<file path="src/rtl/spi_sram_ctrl.sv">
// rtl/spi_sram_ctrl.sv - byte-access SPI mode-0 controller for a 23LC512-class serial SRAM
// Sets byte mode after reset, then turns single-byte read/write requests into cmd+addr+data frames.
module spi_sram_ctrl #(
  parameter int CLK_DIV = 2,
  parameter int CS_GAP  = 2
) (
  input  logic        HCLK,
  input  logic        HRESET,
  input  logic        req,
  input  logic        we,
  input  logic [15:0] addr,
  input  logic [7:0]  wdata,
  output logic        ready,
  output logic        done,
  output logic [7:0]  rdata,
  output logic        init_done,
  output logic        sck,
  output logic        cs_n,
  output logic        mosi,
  input  logic        miso
);

  localparam logic [2:0] S_INIT  = 3'd0;
  localparam logic [2:0] S_IDLE  = 3'd1;
  localparam logic [2:0] S_SETUP = 3'd2;
  localparam logic [2:0] S_SHIFT = 3'd3;
  localparam logic [2:0] S_HOLD  = 3'd4;
  localparam logic [2:0] S_GAP   = 3'd5;

  localparam logic [7:0] DIV_LOAD = 8'(CLK_DIV - 1);
  localparam logic [7:0] GAP_LOAD = 8'(CS_GAP - 1);

  logic [2:0]  r_state;
  logic [7:0]  r_div;
  logic [5:0]  r_bitcnt;
  logic [31:0] r_shift;
  logic [7:0]  r_rx;
  logic [7:0]  r_rdata;
  logic        r_is_read;
  logic        r_is_init;
  logic        r_sck;
  logic        r_cs_n;
  logic        r_done;
  logic        r_init_done;

  logic        w_div_zero;
  logic        w_accept;

  assign w_div_zero = (r_div == 8'd0);
  // Ready opens in the last gap cycle so a held req restarts the next frame with no extra bubble.
  assign ready      = r_init_done && ((r_state == S_IDLE) || ((r_state == S_GAP) && w_div_zero));
  assign w_accept   = req && ready;

  assign done      = r_done;
  assign rdata     = r_rdata;
  assign init_done = r_init_done;
  assign sck       = r_sck;
  assign cs_n      = r_cs_n;
  assign mosi      = r_shift[31];

  always_ff @(posedge HCLK or posedge HRESET) begin
    if (HRESET) begin
      r_state     <= S_INIT;
      r_div       <= 8'd0;
      r_bitcnt    <= 6'd0;
      r_shift     <= 32'd0;
      r_rx        <= 8'd0;
      r_rdata     <= 8'd0;
      r_is_read   <= 1'b0;
      r_is_init   <= 1'b0;
      r_sck       <= 1'b0;
      r_cs_n      <= 1'b1;
      r_done      <= 1'b0;
      r_init_done <= 1'b0;
    end else begin
      r_done <= 1'b0;
      case (r_state)
        S_INIT: begin
          r_state   <= S_SETUP;
          r_cs_n    <= 1'b0;
          r_div     <= DIV_LOAD;
          r_bitcnt  <= 6'd15;
          r_shift   <= {8'h01, 8'h00, 16'h0000};
          r_is_init <= 1'b1;
          r_is_read <= 1'b0;
        end
        S_IDLE, S_GAP: begin
          if (w_accept) begin
            r_state   <= S_SETUP;
            r_cs_n    <= 1'b0;
            r_div     <= DIV_LOAD;
            r_bitcnt  <= 6'd31;
            r_shift   <= we ? {8'h02, addr, wdata} : {8'h03, addr, 8'h00};
            r_is_init <= 1'b0;
            r_is_read <= !we;
          end else if (r_state == S_GAP) begin
            if (w_div_zero) r_state <= S_IDLE;
            else            r_div   <= r_div - 8'd1;
          end
        end
        S_SETUP: begin
          if (w_div_zero) begin
            r_state <= S_SHIFT;
            r_div   <= DIV_LOAD;
          end else begin
            r_div <= r_div - 8'd1;
          end
        end
        S_SHIFT: begin
          if (!w_div_zero) begin
            r_div <= r_div - 8'd1;
          end else begin
            r_div <= DIV_LOAD;
            if (!r_sck) begin
              r_sck <= 1'b1;
              if (r_is_read && (r_bitcnt < 6'd8)) r_rx <= {r_rx[6:0], miso};
            end else begin
              r_sck    <= 1'b0;
              r_shift  <= {r_shift[30:0], 1'b0};
              r_bitcnt <= r_bitcnt - 6'd1;
              if (r_bitcnt == 6'd0) r_state <= S_HOLD;
            end
          end
        end
        S_HOLD: begin
          if (w_div_zero) begin
            r_state <= S_GAP;
            r_cs_n  <= 1'b1;
            r_div   <= GAP_LOAD;
            if (r_is_init) begin
              r_init_done <= 1'b1;
            end else begin
              r_done <= 1'b1;
              if (r_is_read) r_rdata <= r_rx;
            end
          end else begin
            r_div <= r_div - 8'd1;
          end
        end
        default: r_state <= S_INIT;
      endcase
    end
  end

endmodule

</file>
<file path="config.mk">
export PLATFORM = sky130hd
export DESIGN_NAME = spi_sram_ctrl
export DESIGN_NICKNAME = d
export VERILOG_FILES = /design/src/rtl/spi_sram_ctrl.sv
export SDC_FILE = /design/constraint.sdc
export NUM_CORES = 1
export LEC_CHECK = 0
export CORE_MARGIN = 4
export CORE_UTILIZATION = 48
export CTS_CLUSTER_DIAMETER = 200
export CTS_CLUSTER_SIZE = 30
export DETAILED_ROUTE_END_ITERATION = 6
export DONT_BUFFER_PORTS = 1
export PLACE_DENSITY = 0.69
export SLEW_MARGIN = 20
export SYNTH_ARGS = -nofsm -noshare
export SYNTH_HDL_FRONTEND = slang
export SYNTH_SLANG_ARGS = --single-unit
</file>
<file path="constraint.sdc">
create_clock -name HCLK -period 2.15 [get_ports HCLK]
set_input_delay 0.43 -clock HCLK [delete_from_list [all_inputs] [get_ports HCLK]]
set_output_delay 0.43 -clock HCLK [all_outputs]
set_load 0.005 [all_outputs]
</file>
# After elaboration in Yosys (flattened, before gate mapping)

Cells that the tools add are included.

Flip-flop bits (word level): 71
Output and inout port bits: 14

$add $sub $neg: 2
$lt $le $gt $ge: 1
Equality and inequality tests: 14
Mux-type cells: 33
Bitwise logic cells: 2
Reductions and logical operators: 24

Operators with widths:

| operator              | number |
|---|---|
| $mux W32              | 3 |
| $pmux W32 S3          | 1 |
| $mux W8               | 4 |
| $mux W25              | 1 |
| $mux W3               | 8 |
| $pmux W8 S3           | 1 |
| $mux W6               | 3 |
| $pmux W6 S3           | 1 |
| $pmux W3 S5           | 1 |
| $ne A2 B2 Y1 const B  | 6 |
| $reduce_and A4 Y1     | 3 |
| $ne A3 B3 Y1 const B  | 3 |
| $reduce_and A3 Y1     | 3 |
| $reduce_bool A3 Y1    | 3 |
| $logic_not A8 Y1      | 1 |
| $sub A8 B1 Y8 const B | 1 |
| $mux W1               | 7 |
| $reduce_and A7 Y1     | 1 |
| $eq A3 B2 Y1 const B  | 2 |
| $eq A3 B3 Y1 const B  | 2 |
| $logic_not A6 Y1      | 1 |
| $lt A6 B4 Y1 const B  | 1 |
| $sub A6 B1 Y6 const B | 1 |
| $logic_and A1 B1 Y1   | 4 |
| 11 further kinds      | 14 |

# Longest topological paths before layout

Gate-level depths: netlist (run 1).

Word-level depth: 7
Mapped depth: 7
Mapped depth without buffers: 6

# Worst setup path before layout (run 1)

Ideal clock, no wire load.

Path type: flip-flop to output port
Start: register r_div[0]
End: output ready
Arrival: 1,644 ps
Setup slack: 76 ps
Stages on the path, launching flop included: 6
Path buffers: 0
Path through: dfrtp_1 > inv_1 > ha_1 > or3b_2 > o21ai_0 > and3_1

Longest elaborated chain between the ends: 4

Ends and longest elaborated chain:

| item                     | RTL line | source |
|---|---|---|
| start: declaration       | 34       | `logic [7:0] r_div;` |
| start signal: assignment | 98       | `else r_div <= r_div - 8'd1;` |
| start signal: assignment | 106      | `r_div <= r_div - 8'd1;` |
| start signal: assignment | 111      | `r_div <= r_div - 8'd1;` |
| $logic_not A8 Y1         | 49       | `assign w_div_zero = (r_div == 8'd0);` |
| $logic_and A1 B1 Y1      | 51       | `assign ready = r_init_done && ((r_state == S_IDLE) \|\| ((r_state == S_GAP) && w_div_zero));` |
| $logic_or A1 B1 Y1       | 51       |  |
| $logic_and A1 B1 Y1      | 51       |  |
| end: declaration         | 13       | `output logic ready,` |

No other way between the ends.

# Worst setup path after layout (run 1)

Same ends and word-level chain as after synthesis.

==> out/metrics.cfg, run 1 <==
[die]
initial_core_util_pct=50.13
dieArea_mm2=0.009119
die_h_um=95.50
row_count=31
die_w_um=95.50
coreArea_mm2=0.007331
ios=43

[cts]
htreeDepth=3
path_clk_slew_ps=90
cts_tree=yes
cts_sinks=71
hold_buffers=0
clockBufferDepth=2
clock_latency_ps=350
cts-root-buf=clkbuf_8
cts_made_buffers=9

[route]
drc=0
viasPerCell=5.759
wl_met2_um=3551
met3_length_um=307
finalWirelength_um=7337
antenna_left=0
wire_per_inst_um=17.02
drtIter0Drc=150
dr.pass1.iters=6
vias=2482
wl_met1_um=3365
top_layer=met4

[pwr]
power.leakage_nw=1.921
power_density_mw_per_mm2=619.0
ir_drop_mv=0.3528
power_mw=2.578

[yosys]
ys_warn_count=0
synth_top_area_share_pct=47.67
synth_compound_area_share_pct=17.13
synth_top_family_by_area=multiplexers
synth.cell_area_mm2=0.003675
avgSynthCellArea_um2=11.85
synth_seq_cells=71
synthSimpleGateAreaFrac_pct=11.24
synth_edf_count=0
synth_fa_ha_area_share_pct=1.362
synthesis.nets=343
synthXorXnorAreaFrac_pct=0.4767
synthMostInstantiatedCell=dfrtp_1
synthArstFlopShare_pct=100.0
synthCells=310
synth_area_leaders=dfrtp_1, mux2_2, a22o_1, mux2i_1, mux2_4
muxShareOfSynthArea_pct=17.23
yosysUniqueCellTypes=59
ys.flop_type=dfrtp_1
synth_common_cells=dfrtp_1, mux2_2, a22o_1
ys_seq_area_share_pct=48.38
yosysTopAreaCell=dfrtp_1

[final_layout]
drive_gt1_share_pct=31.63
regArea_mm2=0.001782
fin_area_mm2=0.004165
multiInputGateArea_mm2=0.001770
post-route-util_pct=56.82
final_nets=360
nFillCells=613
antenna_cells=0
area_growth_pct=13.35

[sta]
maxSlewViolCount=0
setup_ws_ps=-41.07
skew_ps=12.77
period_needed_ps=2191
post-route-period-util_pct=101.9
finalSetupViolations=1
max_freq_ghz=0.4564
relSlewSlack_pct=61.05
rsz0062_at_grt=yes
hold_violations=0
worst_pin_slew_ps=583.1

[min_path]
hold_class=primary input to asynchronous set/reset pin

[global_route]
antenna_found_initial=0
grt_max_degree=46
grt_pass1_vias=2512
grt_overflow=0
grt_use_total_pct=17.36
grt_pass1_wl_um=12290

[setup_path]
cp_max_fo=3
critPathArrivalTime_ps=1760
critical_path_class=flip-flop to output pin
rr_worst_depth=5
end_kind=output pin
start_kind=flip-flop
critPathRequiredTime_ps=1720

[placement]
port_buffers=0
place_ws_ps=86.92
routabilityCongestion=0.8474
dp_hpwl_um=4995
postPlaceCellArea_mm2=0.003866

[run]
maxCapViolCount=0

[status]
failed_checks=setup timing
outcome=complete, but fails checks

==> report_power, final <==
part	switching, mW	leakage [nW]	internal, mW
Clock	0.523	0.109	0.691
Sequential	0	0.914	1.33
Combinational	0.0253	0.897	0.00449
Total	0.549	1.92	2.03
==> path summary, 6_finish.rpt <==
check	to	slack [ps]	start
worst max-delay path	ready	-40	r_div[0]$_DFFE_PP0P_
worst min-delay path	r_shift[16]$_DFFE_PP0P_	4	HRESET
worst max register to register	r_rx[6]$_DFFE_PP0P_	70	r_div[4]$_DFFE_PP0P_
worst min register to register	done$_DFF_PP0_	510	r_is_init$_DFFE_PP0P_
max in group asynchronous	r_shift[0]$_DFFE_PP0P_	1530	HRESET
min in group HCLK	r_rx[0]$_DFFE_PP0P_	230	miso
==> critical path: stages (launching register included) <==
cell and delay [ps]:
dfrtp_1 400, inv_1 120, ha_4 140, or3b_4 380, o21ai_2 170, and3_4 200
==> metal layers <==
metal	vias up	GRT usage, %
met2	45	28.40
met3	10	4.104
met5	-	0
met4	0	6.043
met1	1242	22.58
li1	1185	-
==> flip-flops by register name (all words and copies together) (netlist names) <==
| name | cells |
|---|---|
| cs_n | 1 |
| done | 1 |
| init_done | 1 |
| r_bitcnt | 6 |
| r_div | 8 |
| r_is_init | 1 |
| r_is_read | 1 |
| r_rx | 8 |
| r_shift | 32 |
| r_state | 3 |
| rdata | 8 |
| sck | 1 |
==> metrics by stage <==
stage	hold slack [ps]	setup TNS [ps]	cells
after global placement	385.1	0	410
final	3.805	-41.07	431
after floorplan	466.6	0	310
after detailed placement	401.1	0	410
after CTS	21.42	0	430
after global routing	44.36	-129.4	431
==> cell families (layout without fill, tap and decap cells) <==
logic type | after synthesis | after routing
AOI/OAI and AO/OA | 81 | 81
and+or+nand+nor | 67 | 67
DFF | 71 | 71
muxes | 55 | 55
adders and majority gates | 4 | 4
buffers and inverters | 30 | 52
xor gates and xnor gates | 2 | 2
==> timing repair <==
item / in CTS / in global routing
setup endpoints to repair: 1 / 15
resized for setup: 6 / 5
endpoints found under the hold margin: 0 / 0
buffers inserted: 4 / 1
pin swaps: 1 / 2
==> area by class of cell <==
class / instances / share of cell area (%)
tap: 99 / 2.974
clock buffer: 10 / 3.304
timing repair buffer: 22 / 4.866
inverter: 14 / 1.352
clock inverter: 6 / 2.223
sequential: 71 / 42.78
multi-input combinational: 209 / 42.51
==> cell usage in the layout, fill, tap and decap left out, drive strengths merged, types with 2 or more instances in the layout <==
cell      synthesis  final
bufinv            0      2
clkinvlp          0      3
a21bo             2      2
clkbuf            8     10
a21boi            7      7
and3              3      3
nor4              2      2
nor2b             3      3
dfrtp            70     70
and4b             2      2
ha                4      4
o21ai            11     11
a22oi             4      4
xnor2             2      2
mux2i            13     13
inv              14     14
nor2             13     13
nand2            22     22
buf               8     22
nand2b            2      2
nor3              2      2
o211ai            2      2
and2              2      2
and3b             3      3
nand3             3      3
o21bai            2      2
nor3b             2      2
a31o              2      2
a211o             2      2
o2111ai           2      2
mux2             42     42
a22o             24     24
o2bb2ai           3      3
a21o              3      3
nand3b            2      2
a21oi            10     10
No activity file was read; power rests on OpenSTA's default activity.
==> run 2, diff against run 1 <==
--- a/config.mk
+++ b/config.mk
@@ -11,6 +11,7 @@
 export CTS_CLUSTER_SIZE = 30
 export DETAILED_ROUTE_END_ITERATION = 6
 export DONT_BUFFER_PORTS = 1
+export GPL_ROUTABILITY_DRIVEN = 0
 export PLACE_DENSITY = 0.69
 export SLEW_MARGIN = 20
 export SYNTH_ARGS = -nofsm -noshare
==> constraint.sdc (replaced) <==
create_clock -name HCLK -period 2.15 [get_ports HCLK]
set_input_delay 0.1075 -clock HCLK [delete_from_list [all_inputs] [get_ports HCLK]]
set_output_delay 0.1075 -clock HCLK [all_outputs]
set_load 0.005 [all_outputs]
==> out/metrics.cfg, run 2 (synthesized netlist as in run 1, its figures left out) <==
[cts]
cts_sinks=71
clockBufferDepth=2
path_clk_slew_ps=80
htreeDepth=3
cts_tree=yes
cts-root-buf=clkbuf_8
cts_made_buffers=9
clock_latency_ps=340

[final_layout]
final_nets=360
final_common_cell=dfrtp_1
area_growth_pct=11.13
final_cell_count_no_fill=430
largest_register=r_shift
multiInputGateArea_mm2=0.001749
nFillCells=632
drive_gt1_share_pct=27.19
post-route-util_pct=55.71
fin_area_mm2=0.004084
regArea_mm2=0.001778
antenna_cells=0
largest_reg_flops=32
final_cell_mix=dfrtp_1, mux2_2, a22o_1

[route]
finalWirelength_um=7125
wire_per_inst_um=16.57
antenna_left=0
vias=2427
drtIter0Drc=108
drc=0
dr.pass1.iters=4
viasPerCell=5.644

[setup_path]
path_buf_inv=1
rr_worst_depth=4
rrSetupSlack_ps=160
crit_path_top_delay_cell=or4_4
end_kind=output pin
critPathArrivalTime_ps=1930
rr_endpoint=r_rx[6]$_DFFE_PP0P_
critical_path_class=flip-flop to output pin
critPathRequiredTime_ps=2040
slowest_delay_ps=640
cp_max_fo=6
start_kind=flip-flop
crit_family=simple AND/OR/NAND/NOR gates
rr_startpoint=r_div[2]$_DFFE_PP0P_
worstPathCellList=or4_4, o21ai_2, buf_4, and3_1

[die]
ios=43
die_h_um=95.50
coreArea_mm2=0.007331
initial_core_util_pct=50.13
dieArea_mm2=0.009119
die_w_um=95.50
row_count=31

[sta]
hold_violations=0
worst_pin_slew_ps=700.3
setup_ws_ps=109.1
post-route-period-util_pct=94.92
rsz0062_at_grt=no
finalSetupViolations=0
max_freq_ghz=0.4900
maxSlewViolCount=0
setup_tns_ps=0
period_needed_ps=2041
relSlewSlack_pct=53.00
holdWs_ps=23.46
skew_ps=7.798

[pwr]
ir_drop_mv=0.2882
power.leakage_nw=1.894
power_mw=2.287
power_density_mw_per_mm2=560.0

[placement]
postPlaceCellArea_mm2=0.003855
port_buffers=0
dp_hpwl_um=4955
dp.cells=409
place_ws_ps=42.92

[status]
outcome=complete, no violations

[global_route]
grt_max_degree=45
grt_overflow=0
grt_use_total_pct=17.51
grt_pass1_vias=2501
antenna_found_initial=0
grt_pass1_wl_um=12330

[min_path]
min_path_cells=2
hold_start=wdata[3]
worstHoldEndpoint=r_shift[3]$_DFFE_PP0P_
hold_class=primary input to flip-flop

[run]
maxCapViolCount=0

-- run 2: cell count changes in the layout (fill, tap and decap cells not counted), sizes merged --
cell and change:
buf -5, bufinv -2, clkbuf +2, clkinvlp -1, dlygate4sd3 +5
-- run 2: worst max path at each step --
| stage | start | cells past startpoint | slack (ps) | endpoint |
|---|---|---|---|---|
| 2_1_floorplan | r_div[0]$_DFFE_PP0P_ | 7 | 100 | r_rx[0]$_DFFE_PP0P_ |
| 3_3_place_gp | r_div[0]$_DFFE_PP0P_ | 6 | 90 | r_rx[2]$_DFFE_PP0P_ |
| 3_5_place_dp | r_div[1]$_DFFE_PP0P_ | 6 | 40 | r_rx[2]$_DFFE_PP0P_ |
| 4_1_cts | r_div[2]$_DFFE_PP0P_ | 4 | 40 | ready |
| 5_1_grt | r_div[1]$_DFFE_PP0P_ | 6 | 0.8 | ready |
| 6_report | r_div[2]$_DFFE_PP0P_ | 4 | 110 | ready |
-- run 2: power by group --
| part | switching, mW | total [mW] | internal (mW) |
|---|---|---|---|
| sequential | 0 | 1.34 | 1.34 |
| combinational | 0.0269 | 0.0372 | 0.0103 |
| clock | 0.472 | 0.915 | 0.443 |
-- run 2: repair_timing --
action | in CTS | in global routing
setup buffers | 0 | 1
setup endpoints to repair | 1 | 1
gates resized for setup | 2 | 1
hold endpoints to repair | 29 | 1
hold buffers | 4 | 1
gates cloned | 0 | 0
-- run 2: worst register-to-register path: stages, from the launching register on --
cell and delay (ps):
dfrtp_1 460, or4_4 640, nor2_8 130, and4_4 330
mux2_4 320
-- run 2: final cells by class --
type	count	area share, %
multi-input cells	209	42.83
flip-flops and latches	71	43.54
inverters	14	1.287
clock inverters	3	0.4902
clock buffers	12	3.554
repair buffers	22	5.270
well taps	99	3.033
-- run 2: routing by layer --
layer	track usage (%)	part of all wire (%)	routed length, um
met1	23.13	46	3309
met3	6.314	4.9	351
met5	0	0	0
met2	27.00	48	3398
met4	5.332	0.93	66
==> run 3, diff against run 2 <==
--- a/config.mk
+++ b/config.mk
@@ -12,7 +12,7 @@
 export DETAILED_ROUTE_END_ITERATION = 6
 export DONT_BUFFER_PORTS = 1
 export GPL_ROUTABILITY_DRIVEN = 0
-export PLACE_DENSITY = 0.69
+export PLACE_DENSITY = 0.65
 export SLEW_MARGIN = 20
 export SYNTH_ARGS = -nofsm -noshare
 export SYNTH_HDL_FRONTEND = slang
==> out/metrics.cfg, run 3 (synthesized netlist as in run 1, its figures left out) <==
[cts]
cts-root-buf=clkbuf_8
cts_sinks=71
clock_latency_ps=340
path_clk_slew_ps=80
htreeDepth=3
cts_tree=yes
clockBufferDepth=2
cts_made_buffers=9

[placement]
port_buffers=0
postPlaceCellArea_mm2=0.003847
dp_hpwl_um=4819

[sta]
max_freq_ghz=0.4845
relSlewSlack_pct=64.79
worst_pin_slew_ps=523.3
finalSetupViolations=0
skew_ps=6.826
period_needed_ps=2064
rsz0062_at_grt=no
hold_violations=0
holdWs_ps=20.52
setup_tns_ps=0
maxSlewViolCount=0
post-route-period-util_pct=95.99

[route]
finalWirelength_um=7169
viasPerCell=5.720
wire_per_inst_um=16.71
drc=0
antenna_left=0
vias=2454
dr.pass1.iters=5
drtIter0Drc=93

[die]
row_count=31
coreArea_mm2=0.007331
initial_core_util_pct=50.13
ios=43
dieArea_mm2=0.009119
die_w_um=95.50
die_h_um=95.50

[global_route]
antenna_found_initial=0
grt_pass1_wl_um=12050
grt_use_total_pct=17.11
grt_pass1_vias=2431
grt_max_degree=72
grt_overflow=0

[setup_path]
critPathRequiredTime_ps=2040
critical_path_class=flip-flop to output pin
critPathArrivalTime_ps=1960
start_kind=flip-flop
cp_max_fo=6
end_kind=output pin

[pwr]
ir_drop_mv=0.4782
p_seq_share_pct=54.9
power_frac_comb_pct=1.5
power.switching_mw=0.5194
swShare_pct=21.36
power_frac_clock_pct=43.6
power_density_mw_per_mm2=593.3
power.leakage_nw=1.898
p_int_mw=1.912
power_mw=2.431

[final_layout]
largest_register=r_shift
largest_reg_flops=32
final_cell_mix=dfrtp_1, mux2_2, a22o_1
area_growth_pct=11.51
final_nets=358
post-route-util_pct=55.90
final_common_cell=dfrtp_1
antenna_cells=0
fin_area_mm2=0.004098
drive_gt1_share_pct=27.27

[run]
maxCapViolCount=0

[status]
outcome=complete, no violations

[min_path]
hold_class=primary input to flip-flop

[run 3: power groups by stage]
stage / logic [mW] / registers, mW / clock network (mW)
floorplan: 0.0198 / 1.36 / 0
global placement: 0.0320 / 1.36 / 0
detailed placement: 0.0322 / 1.36 / 0
CTS: 0.0382 / 1.33 / 1.10
global route: 0.0421 / 1.33 / 1.15
finish: 0.0356 / 1.33 / 1.06
[run 3: final cells by class]
type                       count  area (um^2)
fill                         606         3233
sequential                    71         1778
multi-input combinational    209         1754
timing repair buffer          20        197.7
clock buffer                  13        148.9
tap                           99        123.9
inverter                      14        52.55
clock inverter                 3        42.54
[run 3: final timing paths]
check | start | endpoint | slack (ps) | cells after the start
worst max register to register | r_div[2]$_DFFE_PP0P_ | r_shift[15]$_DFFE_PP0P_ | 140 | 5
max in group asynchronous | HRESET | r_div[2]$_DFFE_PP0P_ | 1550 | 3
worst max-delay path | r_div[1]$_DFFE_PP0P_ | ready | 90 | 6
worst min register to register | r_shift[13]$_DFFE_PP0P_ | r_shift[13]$_DFFE_PP0P_ | 510 | 1
min in group asynchronous | HRESET | rdata[2]$_DFFE_PP0P_ | 290 | 3
worst min-delay path | addr[3] | r_shift[11]$_DFFE_PP0P_ | 20 | 2
[run 3: critical path, stage by stage (launching register included)]
cell and delay, ps:
dfrtp_1 410, inv_1 90, ha_1 170, or3b_4 450, o21ai_2 160, buf_4 140
and3_4 190
[run 3: what timing repair did]
action,in CTS,in global routing
endpoints found under the hold margin,73,0
endpoints found under the setup margin,1,1
hold buffers,4,0
setup buffers,0,1
gates resized for setup,2,2
[run 3: stage by stage]
stage	worst slack [ps]	cells
global placement	88.90	408
CTS	18.65	428
global route	2.090	429
floorplan	95.82	310
detailed placement	49.51	408
finish	86.18	429
[run 3: per-layer routing]
metal,share of wire (%),routed length [um],up-vias,global-route usage (%)
met5,0,0,-,0
met2,46,3283,52,25.42
met4,1.6,113,0,6.043
met3,5.1,366,10,5.367
li1,-,-,1173,-
met1,47,3405,1219,23.62
